### config.mk
export PLATFORM = sky130hd
export DESIGN_NAME = ws2812b_rx
export DESIGN_NICKNAME = d
export VERILOG_FILES = /design/src/rtl/ws2812b_rx.sv
export SDC_FILE = /design/constraint.sdc
export NUM_CORES = 1
export LEC_CHECK = 0
export BUFFER_PORTS_ARGS = -buffer_cell sky130_fd_sc_hd__clkbuf_2
export CORE_MARGIN = 2
export CORE_UTILIZATION = 39
export CTS_BUF_LIST = sky130_fd_sc_hd__clkbuf_16
export DETAILED_ROUTE_END_ITERATION = 10
export GPL_TIMING_DRIVEN = 1
export SYNTH_ARGS = -nofsm -noshare
export SYNTH_HDL_FRONTEND = slang
export SYNTH_SLANG_ARGS = --single-unit
### constraint.sdc
create_clock -name clk -period 2.9 [get_ports clk]
set_input_delay 0 -clock clk [delete_from_list [all_inputs] [get_ports clk]]
set_output_delay 0 -clock clk [all_outputs]
set_load 0.05 [all_outputs]
### src/rtl/ws2812b_rx.sv
// WS2812B line decoder: 24-bit GRB words (MSB first), pixel and frame-latch strobes; WS2812B_RX_ERRCHK_EN adds pulse-width checks and a sticky err.
// Latency: 2-cycle din synchronizer, pixel_valid one cycle after the falling edge of bit 24, frame_done one cycle after the gap is recognised.
// Backpressure: none; outputs are strobes and the consumer must take each word in the cycle it is flagged.
module ws2812b_rx #(
    parameter int T_THRESH_CYC = 7,
    parameter int T_MIN_CYC    = 2,
    parameter int T_MAX_CYC    = 20,
    parameter int RESET_CYC    = 600,
    parameter int PIXELS       = 64
) (
    input  logic                        clk,
    input  logic                        rst_n,
    input  logic                        din,
    output logic [23:0]                 pixel_data,
    output logic [$clog2(PIXELS)-1:0]   pixel_index,
    output logic                        pixel_valid,
    output logic                        frame_done,
    output logic                        err
);
    localparam int PW = $clog2(PIXELS);
    localparam int LW = $clog2(RESET_CYC + 1);
    localparam int HW = $clog2(T_MAX_CYC + 2);
`ifdef WS2812B_RX_ERRCHK_EN
    localparam bit ERR_EN = 1'b1;
`else
    localparam bit ERR_EN = 1'b0;
`endif

    typedef enum logic [1:0] {IDLE, READY, HIGH, LOW} state_t;

    state_t          r_state, w_state_nxt;
    logic [1:0]      r_sync;
    logic [LW-1:0]   r_lcnt;
    logic [HW-1:0]   r_hcnt;
    logic [4:0]      r_bit_cnt;
    logic [23:0]     r_word;
    logic [PW-1:0]   r_pcnt;
    logic            r_got_word;
    logic [23:0]     r_pixel_data;
    logic [PW-1:0]   r_pixel_index;
    logic            r_pixel_valid, r_frame_done;
    logic            w_din, w_rise, w_fall, w_gap, w_ovr, w_short, w_shift, w_bit;
    logic [23:0]     w_word;

    assign w_din   = r_sync[1];
    assign w_bit   = (r_hcnt >= HW'(T_THRESH_CYC));
    assign w_short = ERR_EN && (r_hcnt < HW'(T_MIN_CYC));
    assign w_shift = w_fall && !w_short;
    assign w_word  = {r_word[22:0], w_bit};

    always_ff @(posedge clk or negedge rst_n) begin
        if (!rst_n) begin
            r_sync  <= 2'b00;
            r_state <= IDLE;
        end else begin
            r_sync  <= {r_sync[0], din};
            r_state <= w_state_nxt;
        end
    end

    // A gap in LOW wins over a rising edge seen in the same cycle.
    always_comb begin
        w_state_nxt = r_state;
        w_rise      = 1'b0;
        w_fall      = 1'b0;
        w_gap       = 1'b0;
        w_ovr       = 1'b0;
        case (r_state)
            IDLE: begin
                if (!w_din && r_lcnt == LW'(RESET_CYC - 1)) w_state_nxt = READY;
            end
            READY: begin
                if (w_din) begin
                    w_state_nxt = HIGH;
                    w_rise      = 1'b1;
                end
            end
            HIGH: begin
                if (!w_din) begin
                    w_state_nxt = LOW;
                    w_fall      = 1'b1;
                end else if (ERR_EN && r_hcnt == HW'(T_MAX_CYC)) begin
                    w_state_nxt = IDLE;
                    w_ovr       = 1'b1;
                end
            end
            LOW: begin
                if (r_lcnt == LW'(RESET_CYC)) begin
                    w_state_nxt = READY;
                    w_gap       = 1'b1;
                end else if (w_din) begin
                    w_state_nxt = HIGH;
                    w_rise      = 1'b1;
                end
            end
            default: w_state_nxt = IDLE;
        endcase
    end

    always_ff @(posedge clk or negedge rst_n) begin
        if (!rst_n) begin
            r_lcnt        <= '0;
            r_hcnt        <= '0;
            r_bit_cnt     <= '0;
            r_word        <= '0;
            r_pcnt        <= '0;
            r_got_word    <= 1'b0;
            r_pixel_data  <= '0;
            r_pixel_index <= '0;
            r_pixel_valid <= 1'b0;
            r_frame_done  <= 1'b0;
        end else begin
            r_pixel_valid <= 1'b0;
            r_frame_done  <= 1'b0;

            if (w_rise)
                r_hcnt <= HW'(1);
            else if (r_state == HIGH && w_din && r_hcnt != HW'(T_MAX_CYC + 1))
                r_hcnt <= r_hcnt + HW'(1);

            // IDLE counts an unbroken low run; LOW counts time since the last falling edge.
            if (w_fall)
                r_lcnt <= LW'(1);
            else if (w_ovr)
                r_lcnt <= '0;
            else if (r_state == IDLE)
                r_lcnt <= w_din ? '0 : r_lcnt + LW'(1);
            else if (r_state == LOW && r_lcnt != LW'(RESET_CYC))
                r_lcnt <= r_lcnt + LW'(1);

            if (w_shift) begin
                if (r_bit_cnt == 5'd23) begin
                    r_pixel_data  <= w_word;
                    r_pixel_index <= r_pcnt;
                    r_pixel_valid <= 1'b1;
                    r_pcnt        <= (r_pcnt == PW'(PIXELS - 1)) ? '0 : r_pcnt + PW'(1);
                    r_got_word    <= 1'b1;
                    r_bit_cnt     <= '0;
                    r_word        <= '0;
                end else begin
                    r_word    <= w_word;
                    r_bit_cnt <= r_bit_cnt + 5'd1;
                end
            end

            if (w_gap) begin
                r_frame_done <= (r_bit_cnt != 5'd0) || r_got_word;
                r_bit_cnt    <= '0;
                r_word       <= '0;
                r_pcnt       <= '0;
                r_got_word   <= 1'b0;
            end

            if (w_ovr) begin
                r_bit_cnt <= '0;
                r_word    <= '0;
            end
        end
    end

    assign pixel_data  = r_pixel_data;
    assign pixel_index = r_pixel_index;
    assign pixel_valid = r_pixel_valid;
    assign frame_done  = r_frame_done;

`ifdef WS2812B_RX_ERRCHK_EN
    logic r_err;
    always_ff @(posedge clk or negedge rst_n) begin
        if (!rst_n)
            r_err <= 1'b0;
        else if ((w_fall && w_short) || w_ovr || (w_gap && r_bit_cnt != 5'd0))
            r_err <= 1'b1;
    end
    assign err = r_err;
`else
    assign err = 1'b0;
`endif
endmodule

==> summary.txt, run 1 <==
Routing
  – DRT antenna net count: 0
  – Initial drt markers: 80
  – Vias per cell: just over 5
  – Routed vias: 2734
  – Total Wirelength: 7320 microns
  – 1st-pass router iterations: 4
  – Wirelength per Cell: around 14 microns
  – # DRC: 0

Synth
  – Synthesized flop and latch total: 86
  – Prevailing post-synth register cell: dfrtp_1
  – EDFF count, synth: 0
  – Avg Cell Area, Syn: 10.3 sq um
  – Async SR Flop Fraction: 100%
  – Post-Syn Nets: 382
  – Register area share after synthesis: 56.4%
  – Mapped cell area: approximately 3800 sq um
  – Synth unique cells: 53
  – Yosys Warn Count: 0
  – Cells after synthesis: 372

Timing
  – Skew final: ~0.0078 ns
  – Max transition margin: between 20% and 30%
  – Fin crit period: between 1.5 and 2 ns
  – Worst Tran Pin Value: 1.08 ns
  – Post-route setup TNS: 0 ns
  – Final Slew Violations: 0
  – Fmax: 501 MHz
  – Period utilisation layout: 68.8%
  – Final Hold Viols: 0
  – Final setup fails: 0
  – RSZ-0062 raised after global routing: no

Final layout
  – Layout cell share with drive strength beyond 1: 15.4%
  – Final Util: 45.5%
  – Register area: 2150 sq um
  – Commonest non-fill, non-tap cell in the layout: nand2_1
  – Layout Cell Area excl Fill: around 4400 sq um
  – Multi-input gate area: roughly 1500 sq um
  – Fill cells: 939
  – Diode count: 0
  – Syn-to-layout area delta: 14.9%
  – Fin cells: 542
  – Most frequent cells in the layout: nand2_1, dfrtp_1, clkbuf_2, a22o_1, nor2_1
  – Nets: 414

Setup path
  – CP Cell Sequence: or3b_4, nor2_2, buf_4, a22o_1
  – Critical Path Slowest Stage Cell: dfrtp_1
  – Critical path type: reg -> reg
  – CP endpoint kind: flip-flop
  – Worst path required time: around 3.2 ns
  – WP data arrival: 2.26 ns
  – Critical path fanouts, max: 20
  – Max incr delay on CP: about 0.58 ns
  – CP Launch Type: flip-flop

Clock network
  – Postcts setup bufs: 0
  – Clock Sinks: 86
  – Worst skew pair latency: ~0.33 ns
  – Post-cts hold buffer count: 2
  – Number of buffers created by CTS: 9
  – H-tree Lvls: 3
  – TritonCTS clock tree: built
  – Clock transition at the registers of the reported paths: 0.06 ns
  – CTS Root Cell: clkbuf_16
  – Resized Gates After CTS: 0
  – CTS Buffer Depth: 2

Hold path
  – Hold/Removal Path Class: in -> reg

Placed design
  – PortBufs: 34
  – Placed Cells: approximately 520
  – Dpl hpwl: approximately 4600 microns
  – Placed cell area: 4090 sq um
  – RePlAce Congestion: 0.812

Global route
  – Overflow after GRT: 0
  – First-pass GRT wire length: around 12000 microns
  – Initial antenna violation count: 0
  – Largest net degree at the start of global routing: 87
  – All-Layer GR Usage: 15.0%
  – Vias in the first global route: 2600

Floorplan
  – Initial core utilization: between 30% and 40%
  – Row count: 36
  – Die Wd: 103 microns
  – Die ar.: 10600 sq um
  – Core Footprint: around 9600 sq um
  – Die Y: 103 microns
  – I/O pins: 36

Power and ir drop
  – PwrDens: 530 nW/um^2
  – Leakage: 2.25 nW
  – VDD IR max: 0.235 mV

Run status
  – Status: finished clean

Run
  – Max-cap violations: 0
[cell type report]
cell class              instances  share of cell area (%)
clock buffers                   9                    5.14
multi-input cells             254                    34.6
repair buffers                 41                    5.25
flip-flops and latches         86                    49.1
clock inverters                 7                    1.11
well taps                     133                    3.80
inverters                      12                    1.03
[cell usage after synthesis (2+ instances only)]
library cell	count	area share (%)
a211oi_1	3	0.59
a21o_1	4	0.79
a21oi_1	4	0.52
a22o_1	30	6.9
and3_1	4	0.66
and3b_1	2	0.46
and4_1	2	0.46
buf_1	3	0.30
buf_2	10	1.3
buf_4	2	0.39
clkbuf_1	4	0.39
dfrtp_1	86	56
ha_1	7	2.3
inv_1	12	1.2
mux2i_1	3	0.79
nand2_1	95	9.3
nand2b_1	2	0.33
nand3_1	13	1.7
nand4_1	3	0.49
nand4b_1	2	0.46
nor2_1	14	1.4
nor2b_1	4	0.66
nor3_1	7	0.92
nor4_1	4	0.66
o211ai_1	3	0.59
o21ai_0	12	1.6
o22ai_1	2	0.33
o2bb2ai_1	2	0.46
or2_2	3	0.49
xnor2_1	3	0.69
xor2_1	5	1.1
[worst max-delay path: cells and delay by family, from the launching register on]
family | cells | cell delay [ns]
flip-flops | 1 | 0.58
buffers and inverters | 1 | 0.28
AO/OA/AOI/OAI | 1 | 0.15
AND/OR/NAND/NOR | 2 | 0.92
[through the flow]
stage	hold WS, ns	setup slack, ns	power, mW
floorplan	-0.296	1.25	1.26
global placement	0.109	0.942	1.29
detailed placement	0.111	0.910	1.29
CTS	0.306	0.898	2.35
global route	0.316	0.746	2.42
finish	0.312	0.906	2.32
[power by group]
part	leakage (nW)	switching, mW	internal, mW
combinational	0.932	0.0394	0.0145
clock	0.127	0.477	0.580
sequential	1.20	0.00712	1.20
[worst paths after layout]
kind | start | end | slack, ns | cells past startpoint
max | r_state[0] | r_word[2] | 0.91 | 4
min | din | r_sync[0] | 0.31 | 2
max reg2reg | r_state[0] | r_word[2] | 0.91 | 4
min reg2reg | r_sync[0] | r_sync[1] | 0.35 | 0
max in group asynchronous | rst_n | r_word[10] | 1.80 | 2
min in group asynchronous | rst_n | pixel_data[18] | 0.40 | 2
[cell families (layout without fill, tap and decap cells)]
logic type	Yosys count	in the layout	share of synthesized area, %
AOI/OAI and AO/OA	67	67	13.3
adders and majority gates	7	7	2.29
xor gates and xnor gates	8	8	1.84
and+or+nand+nor	167	167	21.1
DFF	86	86	56.4
other	1	1	0.0983
muxes	4	4	1.08
buffers and inverters	32	69	3.87
[metal layers]
metal	track usage (%)	share of wire [%]	vias to the layer above
li1	-	-	1364
met1	20.7	50	1325
met2	23.6	46	36
met3	2.71	3.1	9
met4	5.97	1.3	0
met5	0	0	-
[sequential cells by signal, indices dropped and copies added (netlist names)]
signal       flops
r_lcnt          10
frame_done       1
pixel_index      6
pixel_valid      1
pixel_data      24
r_word          23
r_state          2
r_hcnt           5
r_got_word       1
r_bit_cnt        5
r_sync           2
r_pcnt           6
No activity file was read; power rests on OpenSTA's default activity.
==> run 2: changes to the inputs <==
==> constraint.sdc (replaced) <==
create_clock -name clk -period 2.1 [get_ports clk]
set_input_delay 0 -clock clk [delete_from_list [all_inputs] [get_ports clk]]
set_output_delay 0 -clock clk [all_outputs]
set_load 0.05 [all_outputs]
==> run 2 against run 1 <==
Net effect:
- non-clock buffer count rose by 11
- critical path depth increased by 3
- setup slack got worse by 0.69 ns
- cell area increased by 2.9%
- combinational power is 51% higher
- largest power group unchanged
==> summary.txt, run 2 (synthesis results as in run 1) <==
Run status
  – Status: finished clean

Setup path
  – CP endpoint kind: flip-flop
  – Max incr delay on CP: between 0.4 and 0.5 ns
  – Critical path fanouts, max: 15
  – WP data arrival: between 2 and 2.5 ns
  – Critical path type: reg -> reg
  – R2R Setup Slk: 0.21 ns
  – Worst Reg-to-Reg Cells: 7
  – Worst path required time: 2.32 ns
  – RR Endpoint: r_word[2]
  – CP Cell Sequence: inv_1, ha_1, and3b_1, nand4_1, a21o_1, buf_4, a22o_1
  – CP Launch Type: flip-flop
  – Worst reg2reg startpoint: r_lcnt[0]
  – Critical path endpoint: r_word[2]
  – CP startpoint: r_lcnt[0]
  – Critical Path Slowest Stage Cell: dfrtp_1

Floorplan
  – I/O pins: 36
  – Die Wd: 103 microns
  – Die Y: 103 microns
  – Die ar.: approximately 11000 sq um
  – Initial core utilization: 39.6%
  – Core Footprint: 9640 sq um
  – Row count: 36

Routing
  – DRT antenna net count: 0
  – Routed vias: 2800
  – Vias per cell: a little over 5
  – Total Wirelength: 7460 microns
  – Initial drt markers: approximately 170
  – # DRC: 0
  – Wirelength per Cell: 13.5 microns
  – 1st-pass router iterations: 4

Timing
  – Worst Tran Pin Value: 0.601 ns
  – Post-route setup TNS: 0 ns
  – Fmax: 530 MHz
  – Final setup fails: 0
  – Final Slew Violations: 0
  – Final Hold Viols: 0
  – Setup WS post-layout: 0.213 ns
  – Fin crit period: around 1.9 ns
  – Period utilisation layout: ~90%
  – Max transition margin: around 60%
  – RSZ-0062 raised after global routing: no
  – Skew final: between 0.004 and 0.005 ns

Placed design
  – RePlAce Congestion: 0.802
  – Pre-CTS setup slack: 0.211 ns
  – PortBufs: 34
  – Dpl hpwl: 5050 microns

Clock network
  – Postcts setup bufs: 0
  – Clock transition at the registers of the reported paths: 0.06 ns
  – Resized Gates After CTS: 0
  – Worst skew pair latency: 0.34 ns
  – CTS Root Cell: clkbuf_16
  – CTS Buffer Depth: 2
  – H-tree Lvls: 3
  – Number of buffers created by CTS: 9
  – Clock Sinks: 86
  – TritonCTS clock tree: built
  – Post-cts hold buffer count: 2

Global route
  – Initial antenna violation count: 0
  – First-pass GRT wire length: 12500 microns
  – All-Layer GR Usage: 15.1%
  – Overflow after GRT: 0
  – Largest net degree at the start of global routing: 42
  – Vias in the first global route: 2545

Final layout
  – Most frequent cells in the layout: nand2_1, dfrtp_1, clkbuf_2, a22o_1, buf_4
  – Max reg flops: 24
  – Layout cell share with drive strength beyond 1: 18.1%
  – Syn-to-layout area delta: 18.2%
  – Nets: 425
  – Commonest non-fill, non-tap cell in the layout: nand2_1
  – Diode count: 0

Run
  – Max-cap violations: 0

Power and ir drop
  – Leakage: between 2 and 2.5 nW
  – PwrDens: about 750 nW/um^2
  – VDD IR max: 0.315 mV
  – Pwr Total: 3.37 mW

Hold path
  – Hold/Removal Path Class: in -> async
[run 2: area by class of cell]
| cell class | instances | area (sq um) |
|---|---|---|
| clock buffers | 9 | 225 |
| clock inverters | 7 | 80.1 |
| fillers | 907 | 5130 |
| inverters | 12 | 45.0 |
| multi-input cells | 254 | 1520 |
| flip-flops and latches | 86 | 2150 |
| well taps | 133 | 166 |
| repair buffers | 52 | 325 |
[run 2: layer usage]
layer | part of all wire, % | vias to the layer above | global-route usage [%]
li1 | - | 1374 | -
met1 | 49 | 1384 | 20.7
met2 | 47 | 36 | 23.3
met3 | 2.9 | 6 | 4.47
met4 | 0.93 | 0 | 4.25
met5 | 0 | - | 0
[run 2: critical path, delay by kind of cell, from the launching register on]
family | cells | cell delay (ns)
compound gates | 2 | 0.57
fa+ha+maj | 1 | 0.16
buf+inv | 2 | 0.33
flops | 1 | 0.42
simple gates | 2 | 0.30
[run 2: worst min path at each step]
stage               startpoint        endpoint  slack, ns  depth (start not counted)
finish                   rst_n     pixel_valid       0.19                          2
detailed placement       rst_n  pixel_data[18]       0.02                          1
CTS                      rst_n  pixel_data[18]       0.20                          2
global route             rst_n     pixel_valid       0.23                          2
floorplan                rst_n      frame_done      -0.30                          0
global placement         rst_n     pixel_valid       0.01                          1
[run 2: through the flow]
| stage | hold WS, ns | instance area [sq um] | cells | utilization [%] |
|---|---|---|---|---|
| detailed placement | 0.0189 | 4190 | 535 | 43.4 |
| CTS | 0.198 | 4510 | 553 | 46.8 |
| global route | 0.230 | 4510 | 553 | 46.8 |
| global placement | 0.00990 | 4190 | 535 | 43.4 |
| floorplan | -0.296 | 3820 | 372 | - |
| finish | 0.191 | 4510 | 553 | 46.8 |
[run 2: where the power goes]
group          internal, mW  total, mW  switching, mW  leakage, nW
combinational        0.0262     0.0816         0.0554        0.992
sequential             1.66       1.67         0.0103         1.20
clock                 0.938       1.61          0.674        0.148
==> run 3: changes to the inputs <==
--- a/config.mk
+++ b/config.mk
@@ -11,6 +11,7 @@
 export CTS_BUF_LIST = sky130_fd_sc_hd__clkbuf_16
 export DETAILED_ROUTE_END_ITERATION = 10
 export GPL_TIMING_DRIVEN = 1
+export PLACE_DENSITY = 0.55
 export SYNTH_ARGS = -nofsm -noshare
 export SYNTH_HDL_FRONTEND = slang
 export SYNTH_SLANG_ARGS = --single-unit
==> run 3 against run 2 <==
Net effect:
- non-clock buffer count fell by 3
- worst hold slack improved by 0.052 ns
- setup slack improved by 0.089 ns
- critical path type unchanged
==> summary.txt, run 3 (synthesis results as in run 1) <==
Setup path
  – Max incr delay on CP: 0.42 ns
  – CP endpoint kind: flip-flop
  – Worst path required time: 2.32 ns
  – CP Launch Type: flip-flop
  – Critical path type: reg -> reg
  – Critical path fanouts, max: 25
  – WP data arrival: 2.02 ns
  – Critical Path Slowest Stage Cell: dfrtp_1
  – CP Cell Sequence: inv_1, ha_1, and3b_1, nand4_1, a21o_1, buf_4, mux2_2
  – Buf/Inv on CP: 2
  – CP delay by family, top: flip-flops

Timing
  – Final Slew Violations: 0
  – Fin crit period: ~1.8 ns
  – Skew final: 0.00607 ns
  – Final Hold Viols: 0
  – RSZ-0062 raised after global routing: no
  – Post-route setup TNS: 0 ns
  – Final setup fails: 0
  – Max transition margin: 66.4%
  – Period utilisation layout: 85.6%
  – Fmax: around 560 MHz
  – Worst Tran Pin Value: 0.503 ns

Floorplan
  – Row count: 36
  – Initial core utilization: 39.6%
  – Die Wd: 103 microns
  – Core Footprint: 9640 sq um
  – I/O pins: 36
  – Die Y: 103 microns
  – Die ar.: 10600 sq um

Final layout
  – Commonest non-fill, non-tap cell in the layout: nand2_1
  – Layout cell share with drive strength beyond 1: 17.3%
  – Syn-to-layout area delta: 17.2%
  – Most frequent cells in the layout: nand2_1, dfrtp_1, clkbuf_2, a22o_1, nor2_1
  – Nets: 422
  – Max reg flops: 24
  – Fill cells: 966
  – Diode count: 0

Routing
  – Initial drt markers: 110
  – # DRC: 0
  – Routed vias: 2748
  – DRT antenna net count: 0
  – 1st-pass router iterations: 4
  – Total Wirelength: roughly 7400 microns
  – Wirelength per Cell: around 13 microns
  – Vias per cell: 5.00

Placed design
  – PortBufs: 34
  – RePlAce Congestion: 0.854
  – Dpl hpwl: 4830 microns

Power and ir drop
  – VDD IR max: 0.318 mV
  – Logic gate share of total power: about 2.4%
  – Leakage: 2.31 nW
  – Net Sw Power: 0.752 mW
  – Clock Power Share: 46.2%
  – Pwr Total: 3.25 mW
  – Sequential Power Share: 51.4%
  – Internal power: 2.50 mW
  – Switching portion of total power: a little under a quarter
  – PwrDens: 727 nW/um^2

Clock network
  – Clock transition at the registers of the reported paths: approximately 0.07 ns
  – Number of buffers created by CTS: 9
  – CTS Buffer Depth: 2
  – Postcts setup bufs: 0
  – TritonCTS clock tree: built
  – Clock Sinks: 86
  – Worst skew pair latency: 0.34 ns
  – CTS Root Cell: clkbuf_16
  – H-tree Lvls: 3

Global route
  – All-Layer GR Usage: 15.3%
  – Initial antenna violation count: 0
  – Largest net degree at the start of global routing: 87
  – Vias in the first global route: 2685
  – First-pass GRT wire length: 12600 microns
  – Overflow after GRT: 0

Hold path
  – Hold/Removal Path Class: in -> async

Run
  – Max-cap violations: 0

Run status
  – Status: finished clean
[run 3: cell type report]
cell class              instances  area [sq um]  area share [%]
flip-flops and latches         86          2150            48.1
multi-input cells             254          1520            33.9
repair buffers                 49           315            7.05
clock buffers                   9           225            5.03
well taps                     133           166            3.72
clock inverters                 7          53.8            1.20
inverters                      12          45.0            1.01
[run 3: path summary, 6_finish.rpt]
kind / cells past startpoint / slack, ns / from / endpoint
max in group asynchronous: 3 / 1.52 / rst_n / pixel_index[5]
worst max register to register: 7 / 0.30 / r_lcnt[0] / r_bit_cnt[0]
worst min register to register: 0 / 0.36 / r_sync[0] / r_sync[1]
worst min-delay path: 3 / 0.24 / rst_n / pixel_data[17]
min in group clk: 2 / 0.30 / din / r_sync[0]
worst max-delay path: 7 / 0.30 / r_lcnt[0] / r_bit_cnt[0]
[run 3: through the flow]
step / util [%] / area [sq um] / worst slack [ns] / hold slack [ns] / std cells
2_1_floorplan: - / 3820 / 0.447 / -0.296 / 372
3_3_place_gp: 43.3 / 4180 / 0.312 / 0.0782 / 532
3_5_place_dp: 43.3 / 4180 / 0.324 / 0.0770 / 532
4_1_cts: 46.4 / 4470 / 0.307 / 0.262 / 550
5_1_grt: 46.4 / 4470 / 0.207 / 0.304 / 550
6_report: 46.4 / 4470 / 0.302 / 0.244 / 550
[run 3: tightest hold or removal path, delay by kind of cell]
family	cells	cell delay, ns
buffers and inverters	3	1.01
[run 3: repair_timing]
| action | 4_1_cts | 5_1_grt |
|---|---|---|
| resized for setup | 0 | 0 |
| hold endpoints to repair | 87 | 0 |
| endpoints found under the setup margin | 0 | 0 |
| hold buffers | 2 | 0 |
[run 3: power groups by stage]
stage | clock network, mW | logic [mW] | registers [mW]
2_1_floorplan | 0 | 0.0361 | 1.70
3_3_place_gp | 0 | 0.0800 | 1.70
3_5_place_dp | 0 | 0.0808 | 1.70
4_1_cts | 1.56 | 0.0836 | 1.67
5_1_grt | 1.62 | 0.0939 | 1.67
6_report | 1.50 | 0.0795 | 1.67
[run 3: routing by layer]
metal | vias up | global-route usage (%) | share of wire [%]
met5 | - | 0 | 0
met4 | 0 | 5.97 | 1.6
met3 | 9 | 3.32 | 3.2
met2 | 40 | 25.0 | 46
met1 | 1328 | 20.0 | 49
li1 | 1371 | - | -
